[config.mk]
export PLATFORM = sky130hd
export DESIGN_NAME = bit_serializer_flat
export DESIGN_NICKNAME = d
export VERILOG_FILES = /design/src/rtl/serializer_pkg.sv /design/src/rtl/bit_serializer_if.sv /design/src/rtl/ser_fifo.sv /design/src/rtl/bit_serializer.sv /design/src/flat_wrapper.sv
export SDC_FILE = /design/constraint.sdc
export NUM_CORES = 1
export LEC_CHECK = 0
export ABC_AREA = 0
export BUFFER_PORTS_ARGS = -buffer_cell sky130_fd_sc_hd__buf_2
export CAP_MARGIN = 10
export CORE_ASPECT_RATIO = 1.2
export CORE_UTILIZATION = 50
export CTS_CLUSTER_DIAMETER = 120
export DETAILED_ROUTE_END_ITERATION = 6
export PLACE_DENSITY = 0.77
export SYNTH_ARGS = -nofsm -noshare
export SYNTH_HDL_FRONTEND = slang
export SYNTH_HIERARCHICAL = 1
export SYNTH_SLANG_ARGS = --single-unit
[constraint.sdc]
create_clock -name clk -period 2.3 [get_ports clk]
set_clock_uncertainty 0.2 [all_clocks]
set_input_delay 0.23 -clock clk [delete_from_list [all_inputs] [get_ports clk]]
set_output_delay 0.23 -clock clk [all_outputs]
set_load 0.1 [all_outputs]
[src/rtl/serializer_pkg.sv]
// rtl/serializer_pkg.sv - shared state encoding and width helpers for bit_serializer
package serializer_pkg;

  typedef logic [0:0] ser_state_t;

  localparam ser_state_t SER_IDLE  = 1'b0;
  localparam ser_state_t SER_SHIFT = 1'b1;

  // Bit counter must index every bit position of a word.
  function automatic int cnt_width(input int width);
    return $clog2(width);
  endfunction

  // Level has to represent DEPTH itself, hence the extra bit.
  function automatic int level_width(input int depth);
    return $clog2(depth) + 1;
  endfunction

endpackage

[src/rtl/bit_serializer_if.sv]
// rtl/bit_serializer_if.sv - word-in / bit-out handshake bundle for bit_serializer
interface bit_serializer_if
  import serializer_pkg::*;
#(
  parameter int WIDTH = 8,
  parameter int DEPTH = 4
);

  logic                          in_valid;
  logic                          in_ready;
  logic [WIDTH-1:0]              in_data;
  logic                          out;
  logic                          out_valid;
  logic [level_width(DEPTH)-1:0] level;

  modport master (
    output in_valid,
    output in_data,
    input  in_ready,
    input  out,
    input  out_valid,
    input  level
  );

  modport slave (
    input  in_valid,
    input  in_data,
    output in_ready,
    output out,
    output out_valid,
    output level
  );

endinterface

[src/rtl/ser_fifo.sv]
// rtl/ser_fifo.sv - synchronous pointer-plus-count FIFO feeding the serializer shifter
module ser_fifo
  import serializer_pkg::*;
#(
  parameter int WIDTH = 8,
  parameter int DEPTH = 4
) (
  input  logic                          clk,
  input  logic                          reset,
  input  logic                          push,
  input  logic [WIDTH-1:0]              push_data,
  input  logic                          pop,
  output logic [WIDTH-1:0]              head,
  output logic                          full,
  output logic                          empty,
  output logic [level_width(DEPTH)-1:0] level
);

  localparam int PW = $clog2(DEPTH);
  localparam int LW = level_width(DEPTH);

  logic [WIDTH-1:0] mem [DEPTH];
  logic [PW-1:0]    wr_ptr;
  logic [PW-1:0]    rd_ptr;
  logic [LW-1:0]    count;
  logic             do_push;
  logic             do_pop;

  assign full    = (count == LW'(DEPTH));
  assign empty   = (count == '0);
  assign do_push = push && !full;
  assign do_pop  = pop && !empty;
  assign head    = mem[rd_ptr];
  assign level   = count;

  // Storage carries no reset; count alone decides what is valid.
  always_ff @(posedge clk) begin
    if (do_push) begin
      mem[wr_ptr] <= push_data;
    end
  end

  // Pointers wrap naturally because DEPTH is a power of two.
  always_ff @(posedge clk) begin
    if (reset) begin
      wr_ptr <= '0;
      rd_ptr <= '0;
      count  <= '0;
    end else begin
      if (do_push) begin
        wr_ptr <= wr_ptr + 1'b1;
      end
      if (do_pop) begin
        rd_ptr <= rd_ptr + 1'b1;
      end
      case ({do_push, do_pop})
        2'b10:   count <= count + 1'b1;
        2'b01:   count <= count - 1'b1;
        default: count <= count;
      endcase
    end
  end

endmodule

[src/rtl/bit_serializer.sv]
// rtl/bit_serializer.sv - queues parallel words and shifts them out one bit per clock
// Build option SERIALIZER_MSB_FIRST_EN selects MSB-first emission; default is LSB-first.
module bit_serializer
  import serializer_pkg::*;
#(
  parameter int WIDTH    = 8,
  parameter int DEPTH    = 4,
  parameter bit IDLE_BIT = 1'b0
) (
  input  logic              clk,
  input  logic              reset,
  bit_serializer_if.slave   bus
);

  localparam int             CW   = cnt_width(WIDTH);
  localparam logic [CW-1:0]  LAST = CW'(WIDTH - 1);

  ser_state_t       state;
  logic [CW-1:0]    cnt;
  logic [WIDTH-1:0] shreg;
  logic [WIDTH-1:0] shifted;
  logic [WIDTH-1:0] head;
  logic             data_bit;
  logic             fifo_full;
  logic             fifo_empty;
  logic             push;
  logic             pop;

  assign bus.in_ready = !fifo_full && !reset;
  assign push         = bus.in_valid && bus.in_ready;

  // Reloading on the last bit keeps consecutive words back-to-back.
  assign pop = !fifo_empty && ((state == SER_IDLE) || (cnt == LAST));

  ser_fifo #(
    .WIDTH (WIDTH),
    .DEPTH (DEPTH)
  ) u_fifo (
    .clk       (clk),
    .reset     (reset),
    .push      (push),
    .push_data (bus.in_data),
    .pop       (pop),
    .head      (head),
    .full      (fifo_full),
    .empty     (fifo_empty),
    .level     (bus.level)
  );

`ifdef SERIALIZER_MSB_FIRST_EN
  assign data_bit = shreg[WIDTH-1];
  assign shifted  = {shreg[WIDTH-2:0], 1'b0};
`else
  assign data_bit = shreg[0];
  assign shifted  = {1'b0, shreg[WIDTH-1:1]};
`endif

  always_ff @(posedge clk) begin
    if (reset) begin
      state <= SER_IDLE;
      cnt   <= '0;
      shreg <= '0;
    end else begin
      case (state)
        SER_IDLE: begin
          if (pop) begin
            shreg <= head;
            cnt   <= '0;
            state <= SER_SHIFT;
          end
        end
        default: begin
          if (cnt == LAST) begin
            if (pop) begin
              shreg <= head;
              cnt   <= '0;
            end else begin
              state <= SER_IDLE;
            end
          end else begin
            shreg <= shifted;
            cnt   <= cnt + 1'b1;
          end
        end
      endcase
    end
  end

  assign bus.out       = (state == SER_SHIFT) ? data_bit : IDLE_BIT;
  assign bus.out_valid = (state == SER_SHIFT);

endmodule

[src/flat_wrapper.sv]
// flat-port wrapper written by rule: the top's interface ports become plain ports
module bit_serializer_flat import serializer_pkg::*;
#(
  parameter int WIDTH    = 8,
  parameter int DEPTH    = 4,
  parameter bit IDLE_BIT = 1'b0
)
  (clk, reset, bus_in_valid, bus_in_data, bus_in_ready, bus_out, bus_out_valid, bus_level);
  bit_serializer_if #(.WIDTH(WIDTH), .DEPTH(DEPTH)) bus_i ();
  input  logic clk;
  input  logic reset;
  input wire logic [$bits(bus_i.in_valid)-1:0] bus_in_valid;
  input wire logic [$bits(bus_i.in_data)-1:0] bus_in_data;
  output wire logic [$bits(bus_i.in_ready)-1:0] bus_in_ready;
  output wire logic [$bits(bus_i.out)-1:0] bus_out;
  output wire logic [$bits(bus_i.out_valid)-1:0] bus_out_valid;
  output wire logic [$bits(bus_i.level)-1:0] bus_level;
  assign bus_i.in_valid = bus_in_valid;
  assign bus_i.in_data = bus_in_data;
  assign bus_in_ready = bus_i.in_ready;
  assign bus_out = bus_i.out;
  assign bus_out_valid = bus_i.out_valid;
  assign bus_level = bus_i.level;
  bit_serializer #(.WIDTH(WIDTH), .DEPTH(DEPTH), .IDLE_BIT(IDLE_BIT)) u_core (.clk(clk), .reset(reset), .bus(bus_i));
endmodule
==> impl_metrics.json, run 1 <==
{
  "cp_max_fo": 2,
  "crit_end": "u_core/u_fifo/level[2]",
  "hold_path.class": "input pin to flop",
  "worst_ep_arrival_time_ps": 2370,
  "leakage_nw": 0.9820,
  "grt_max_degree": 22,
  "period_minus_slack_ps": 2346,
  "place_area_um2": 2429,
  "worst_r2r_path_depth": 12,
  "final_util_pct": 62.07,
  "critical-path-top-delay-family": "adder cells",
  "cp.required_ps": 2330,
  "cp_num_cells": 12,
  "grt_pass1_wl_mm": 6.003,
  "final_antenna_net_count": 0,
  "cpPeakStageDelay_ps": 360,
  "reg2reg_to": "u_core/u_fifo/level[2]",
  "routed_wl_mm": 3.545,
  "grtUsageTotal_pct": 17.36,
  "crit_path_cell_trace": "ha_4 -> ha_4 -> nor2b_2 -> nor2_2 -> o31ai_2 -> inv_1 -> ha_4 -> inv_2 -> fa_2 -> xor2_1 -> or3_1 -> a21oi_1",
  "fin_ws_ps": -45.84,
  "path_class": "flop to flop",
  "violations": "setup timing",
  "cts.sinks": 53,
  "dp_slack_ps": -115.6,
  "die_h_um": 74.80,
  "numPortBuffers": 16,
  "timing.final.max_slew_violations": 0,
  "cts_buffers": 5,
  "grt_setup_unrepaired": "true",
  "powerDensity_nw_per_um2": 903.3,
  "cts_tree": "yes",
  "ir_drop_mv": 0.5001,
  "synth-edff-count": 32,
  "cp_num_buf_inv": 2,
  "drt_iter0_drc": 45,
  "wl_per_cell_um": 14.35,
  "r2r_setup_slack_ps": -50,
  "placedCellCount": 229,
  "synth_cells": 154,
  "final_common_cell": "edfxtp_1",
  "synth_flop_cell": "edfxtp_1",
  "dpl.hpwl_mm": 2.523,
  "antennaDiodeCount": 0,
  "final_area_um2": 2645,
  "setup_viol": 1,
  "io_pins": 17,
  "root_buffer": "clkbuf_8",
  "drc": 0,
  "status": "finished, violations left",
  "overflow": 0,
  "path_clk_slew_ps": 90,
  "insertion_delay_ps": 300,
  "fin_nets": 209,
  "ys_ff_latch": 53,
  "ys_types": 28,
  "cpMostUsedCell": "ha_4",
  "mostFrequentLayoutCells": "32 x edfxtp_1, 16 x buf_2, 16 x dfxtp_1",
  "core-area_um2": 4262,
  "synthTopCellsByArea": "edfxtp_1 44%, dfxtp_1 19%, mux4_2 8.2%, mux2i_1 4.1%, ha_1 4.0%",
  "cts-htree-levels": 2,
  "finalHoldViolations": 0,
  "fmaxAchievable_mhz": 426.3,
  "yosysSeqAreaShare_pct": 62.55,
  "gp_congestion": 0.6802,
  "fin_cells": 247,
  "clockBufferDepth": 2,
  "startpoint": "u_core/cnt[0]",
  "finalCritPeriodShare_pct": 102.0,
  "die_w_um": 62.67,
  "yosysTopAreaCellShare_pct": 43.51,
  "first_global_vias": 1337,
  "num_rows": 26,
  "rr_startpoint": "u_core/cnt[0]",
  "cp-start-kind": "flop",
  "critical-path-slowest-cell": "dfxtp_2",
  "syn_to_final_growth_pct": 19.77,
  "viasPerCell": 5.126,
  "die_area_um2": 4688,
  "grt_antenna_before_repair": 0,
  "synth_nets": 173,
  "maxCapViolCount": 0,
  "syn-mean-instance-area_um2": 14.34,
  "synth-warning-count": 6,
  "synth_area_um2": 2208,
  "drive_above_1_share_pct": 36.13,
  "holdWs_ps": 192.2,
  "worst_pin_slew_ps": 659.8,
  "firstDrtPassIters": 4,
  "initial_core_util_pct": 51.82,
  "dr_total_vias": 1266,
  "async_flop_share_pct": 0,
  "synth_top_area_cell": "edfxtp_1",
  "slew_headroom_pct": 56.02,
  "cp-end-kind": "flop"
}
kinds of logic after synthesis:
family | after synthesis | synth area share (%)
AO/OA/AOI/OAI | 19 | 5.665
buffers and inverters | 16 | 4.532
multiplexers | 17 | 12.24
XOR/XNOR | 3 | 1.190
AND/OR/NAND/NOR | 38 | 8.951
flip-flops | 53 | 62.55
adder cells (fa/ha/maj) | 8 | 4.872
worst register-to-register path, cell delays in order, from the launching register on:
cell and delay (ps):
dfxtp_2 360, ha_4 140, ha_4 120, nor2b_2 40, nor2_2 110, o31ai_2 90
inv_1 90, ha_4 140, inv_2 30, fa_2 320, xor2_1 170, or3_1 330
a21oi_1 120
registers in the layout (all words and copies together), names as in the netlist, named ones only:
| signal | flops |
|---|---|
| u_core/u_fifo/level | 3 |
| u_core/u_fifo/mem | 32 |
| u_core/u_fifo/rd_ptr | 2 |
| u_core/shreg | 8 |
| u_core/bus.out_valid | 1 |
| u_core/cnt | 3 |
| u_core/u_fifo/wr_ptr | 2 |
worst min-delay path by stage:
stage	startpoint	to	slack (ps)	cells past startpoint
floorplan	reset	u_core/shreg[2]	90	1
global placement	bus_in_data[6]	u_core/u_fifo/mem[2][6]	240	1
detailed placement	bus_in_data[5]	u_core/u_fifo/mem[1][5]	250	1
CTS	reset	u_core/u_fifo/level[2]	180	3
global route	reset	u_core/u_fifo/level[1]	200	3
finish	reset	u_core/shreg[2]	190	3
final cells by class:
type / count / area (um^2)
timing repair buffer: 37 / 257.7
clock buffer: 5 / 68.82
fill: 316 / 1617
clock inverter: 3 / 20.02
multi-input combinational: 85 / 800.8
tap: 56 / 70.07
sequential: 53 / 1395
inverter: 8 / 32.53
stage by stage:
stage	power, mW	setup TNS [ps]
after floorplan	1.768	-2551
after global placement	1.830	-20.70
after detailed placement	1.867	-118.9
after CTS	2.405	-103.2
after global routing	2.509	-119.6
final	2.389	-45.84
per-layer routing:
layer | GRT usage [%] | wire length (um) | vias up
li1 | - | - | 629
met1 | 18.91 | 1452 | 619
met2 | 32.49 | 1975 | 14
met3 | 3.636 | 73 | 4
met4 | 8.786 | 43 | 0
met5 | 0 | 0 | -
where the power goes:
group,switching [mW],internal [mW]
sequential,0.0704,1.11
combinational,0.412,0.286
clock,0.295,0.215
total,0.777,1.61
cell usage after synthesis, types with 3 or more instances:
cell type,n
edfxtp_1,32
nand3_1,3
a211oi_1,6
o21ai_0,3
mux2i_1,9
a21oi_1,8
nand2_1,3
or3_1,3
nand2b_1,4
nor2_1,15
dfxtp_1,21
buf_6,3
inv_1,8
ha_1,7
and2_1,6
xor2_1,3
mux4_2,8
what timing repair did:
action	in CTS	in global routing
setup buffers	2	0
pin swaps	6	4
gates resized for setup	8	0
endpoints found under the hold margin	32	0
hold buffers	8	0
setup endpoints to repair	2	2
Note: power is estimated with default switching activity, not from simulation.
==> run 2: changes to the inputs <==
Settings changed: ABC_CLOCK_PERIOD_IN_PS set to 2200, PLACE_DENSITY 0.77 to 0.74.
Clock period 2.3 ns to 2.2 ns, I/O delays scaled along.
==> run 2 against run 1 <==
Effect of this change: the run still ends with setup timing left; non-clock buffer count is 5 higher; clock-buffer cell count rose by 1; routed wire length up 9.6%; register-to-register slack worse by 90 ps; global-route usage rose by 1.1 points; power grew 7.0%; cell count rose by 2.0%; core utilization increased by 1.4 points; worst hold slack got worse by 24 ps; cell area rose by 2.2%; clock power increased by 5.5%; sequential share of layout area shrank 1.1 points; largest cell class unchanged.
==> impl_metrics.json, run 2 (same netlist as run 1, synthesis figures left out) <==
{
  "initial_core_util_pct": 51.82,
  "violations": "setup timing",
  "r2r_setup_slack_ps": -140,
  "path_class": "flop to flop",
  "drc": 0,
  "mostFrequentLayoutCells": "32 x edfxtp_1, 18 x buf_4, 16 x buf_2, 16 x dfxtp_1, 11 x nor2_1",
  "io_pins": 17,
  "core-area_um2": 4262,
  "dpl.hpwl_mm": 2.586,
  "final_antenna_net_count": 0,
  "worst_r2r_path_depth": 12,
  "multiInputGateArea_um2": 820.8,
  "leakage_nw": 1.015,
  "worst_pin_slew_ps": 635.4,
  "viasPerCell": 5.254,
  "timing.final.max_slew_violations": 0,
  "root_buffer": "clkbuf_8",
  "hold_path.class": "input pin to flop",
  "grt_pass1_wl_mm": 6.279,
  "routed_wl_mm": 3.886,
  "firstDrtPassIters": 4,
  "antennaDiodeCount": 0,
  "first_global_vias": 1385,
  "num_rows": 26,
  "holdWs_ps": 168.0,
  "worst_ep_arrival_time_ps": 2370,
  "gp_congestion": 0.7298,
  "crit_path_cell_trace": "nor3b_4 -> nor2_4 -> and2_4 -> inv_4 -> nor2_4 -> inv_2 -> ha_4 -> inv_2 -> fa_2 -> xor2_1 -> or3_1 -> a21oi_1",
  "insertion_delay_ps": 310,
  "fin_nets": 214,
  "cp.required_ps": 2230,
  "cts.sinks": 53,
  "grt_setup_unrepaired": "true",
  "critical-path-slowest-cell": "dfxtp_4",
  "grt_max_degree": 22,
  "syn_to_final_growth_pct": 22.38,
  "numPortBuffers": 16,
  "startpoint": "u_core/u_fifo/level[0]",
  "finalCritPeriodShare_pct": 106.3,
  "placedCellCount": 233,
  "setup_viol": 1,
  "drive_above_1_share_pct": 38.78,
  "cp_max_fo": 4,
  "maxCapViolCount": 0,
  "period_minus_slack_ps": 2339,
  "grt_antenna_before_repair": 0,
  "crit_end": "u_core/u_fifo/level[2]",
  "cts_tree": "yes",
  "cpPeakStageDelay_ps": 370,
  "cp-end-kind": "flop",
  "die_area_um2": 4688,
  "rr_startpoint": "u_core/u_fifo/level[0]",
  "status": "finished, violations left",
  "regArea_um2": 1395,
  "wl_per_cell_um": 15.42,
  "powerDensity_nw_per_um2": 946.3,
  "final_common_cell": "edfxtp_1",
  "fin_ws_ps": -138.8,
  "fin_cells": 252,
  "fmaxAchievable_mhz": 427.6,
  "die_h_um": 74.80,
  "finalHoldViolations": 0,
  "reg2reg_to": "u_core/u_fifo/level[2]",
  "dr_total_vias": 1324,
  "largest_reg_flops": 32,
  "ir_drop_mv": 0.5132,
  "clockBufferDepth": 2,
  "fillCellCount": 334,
  "grtUsageTotal_pct": 18.51,
  "drt_iter0_drc": 66,
  "die_w_um": 62.67,
  "cp-start-kind": "flop",
  "path_clk_slew_ps": 90,
  "slew_headroom_pct": 57.64,
  "reg_top3": "u_core/u_fifo/mem (32), u_core/shreg (8)",
  "overflow": 0,
  "cts_buffers": 5,
  "top_register": "u_core/u_fifo/mem",
  "cts-htree-levels": 2
}
run 2: report_power, final:
part           switching (mW)  leakage (nW)  total (mW)  internal (mW)
sequential             0.0698         0.465        1.23           1.16
clock                   0.311        0.0414       0.538          0.227
combinational           0.461         0.508       0.787          0.326
run 2: cell type report:
class                      count  share of cell area, %
clock buffer                   6                  2.685
clock inverter                 2                 0.6019
inverter                       8                  1.204
multi-input combinational     85                  30.37
sequential                    53                  51.62
tap                           56                  2.593
timing repair buffer          42                  10.93
run 2: worst min-delay path by stage:
stage	from	to	slack, ps	cells after the start
6_report	reset	u_core/u_fifo/level[0]	170	3
5_1_grt	reset	u_core/u_fifo/level[0]	170	3
4_1_cts	reset	u_core/u_fifo/level[0]	170	3
3_5_place_dp	bus_in_data[1]	u_core/u_fifo/mem[2][1]	240	1
3_3_place_gp	bus_in_data[6]	u_core/u_fifo/mem[2][6]	230	1
2_1_floorplan	reset	u_core/shreg[2]	80	1
run 2: critical path, delay by kind of cell, from the launching register on:
family / cells / cell delay, ps
AND/OR/NAND/NOR: 5 / 800
adder cells (fa/ha/maj): 2 / 470
flip-flops: 1 / 370
XOR/XNOR: 1 / 160
buffers and inverters: 3 / 150
AO/OA/AOI/OAI: 1 / 120
run 2: stage by stage:
stage | TNS [ps] | utilization [%] | area [um^2] | setup WS, ps | power (mW)
floorplan | -6051 | - | 2267 | -563.9 | 1.849
CTS | -143.7 | 62.62 | 2669 | -143.7 | 2.536
global placement | -141.7 | 57.72 | 2460 | -131.0 | 1.933
global route | -339.9 | 63.42 | 2703 | -269.1 | 2.680
detailed placement | -313.7 | 57.72 | 2460 | -215.0 | 1.974
finish | -138.8 | 63.42 | 2703 | -138.8 | 2.557
run 2: metal layers:
| layer | GRT usage [%] | part of all wire [%] | vias to the layer above |
|---|---|---|---|
| met3 | 4.545 | 2.3 | 6 |
| li1 | - | - | 637 |
| met2 | 35.75 | 58 | 15 |
| met5 | 0 | 0 | - |
| met1 | 19.70 | 38 | 666 |
| met4 | 6.977 | 1.5 | 0 |
run 2: repair_timing:
action	in CTS	in global routing
endpoints found under the hold margin	32	0
pin swaps	3	3
resized for setup	8	4
hold buffers	8	0
buffers inserted	1	2
setup endpoints to repair	2	2
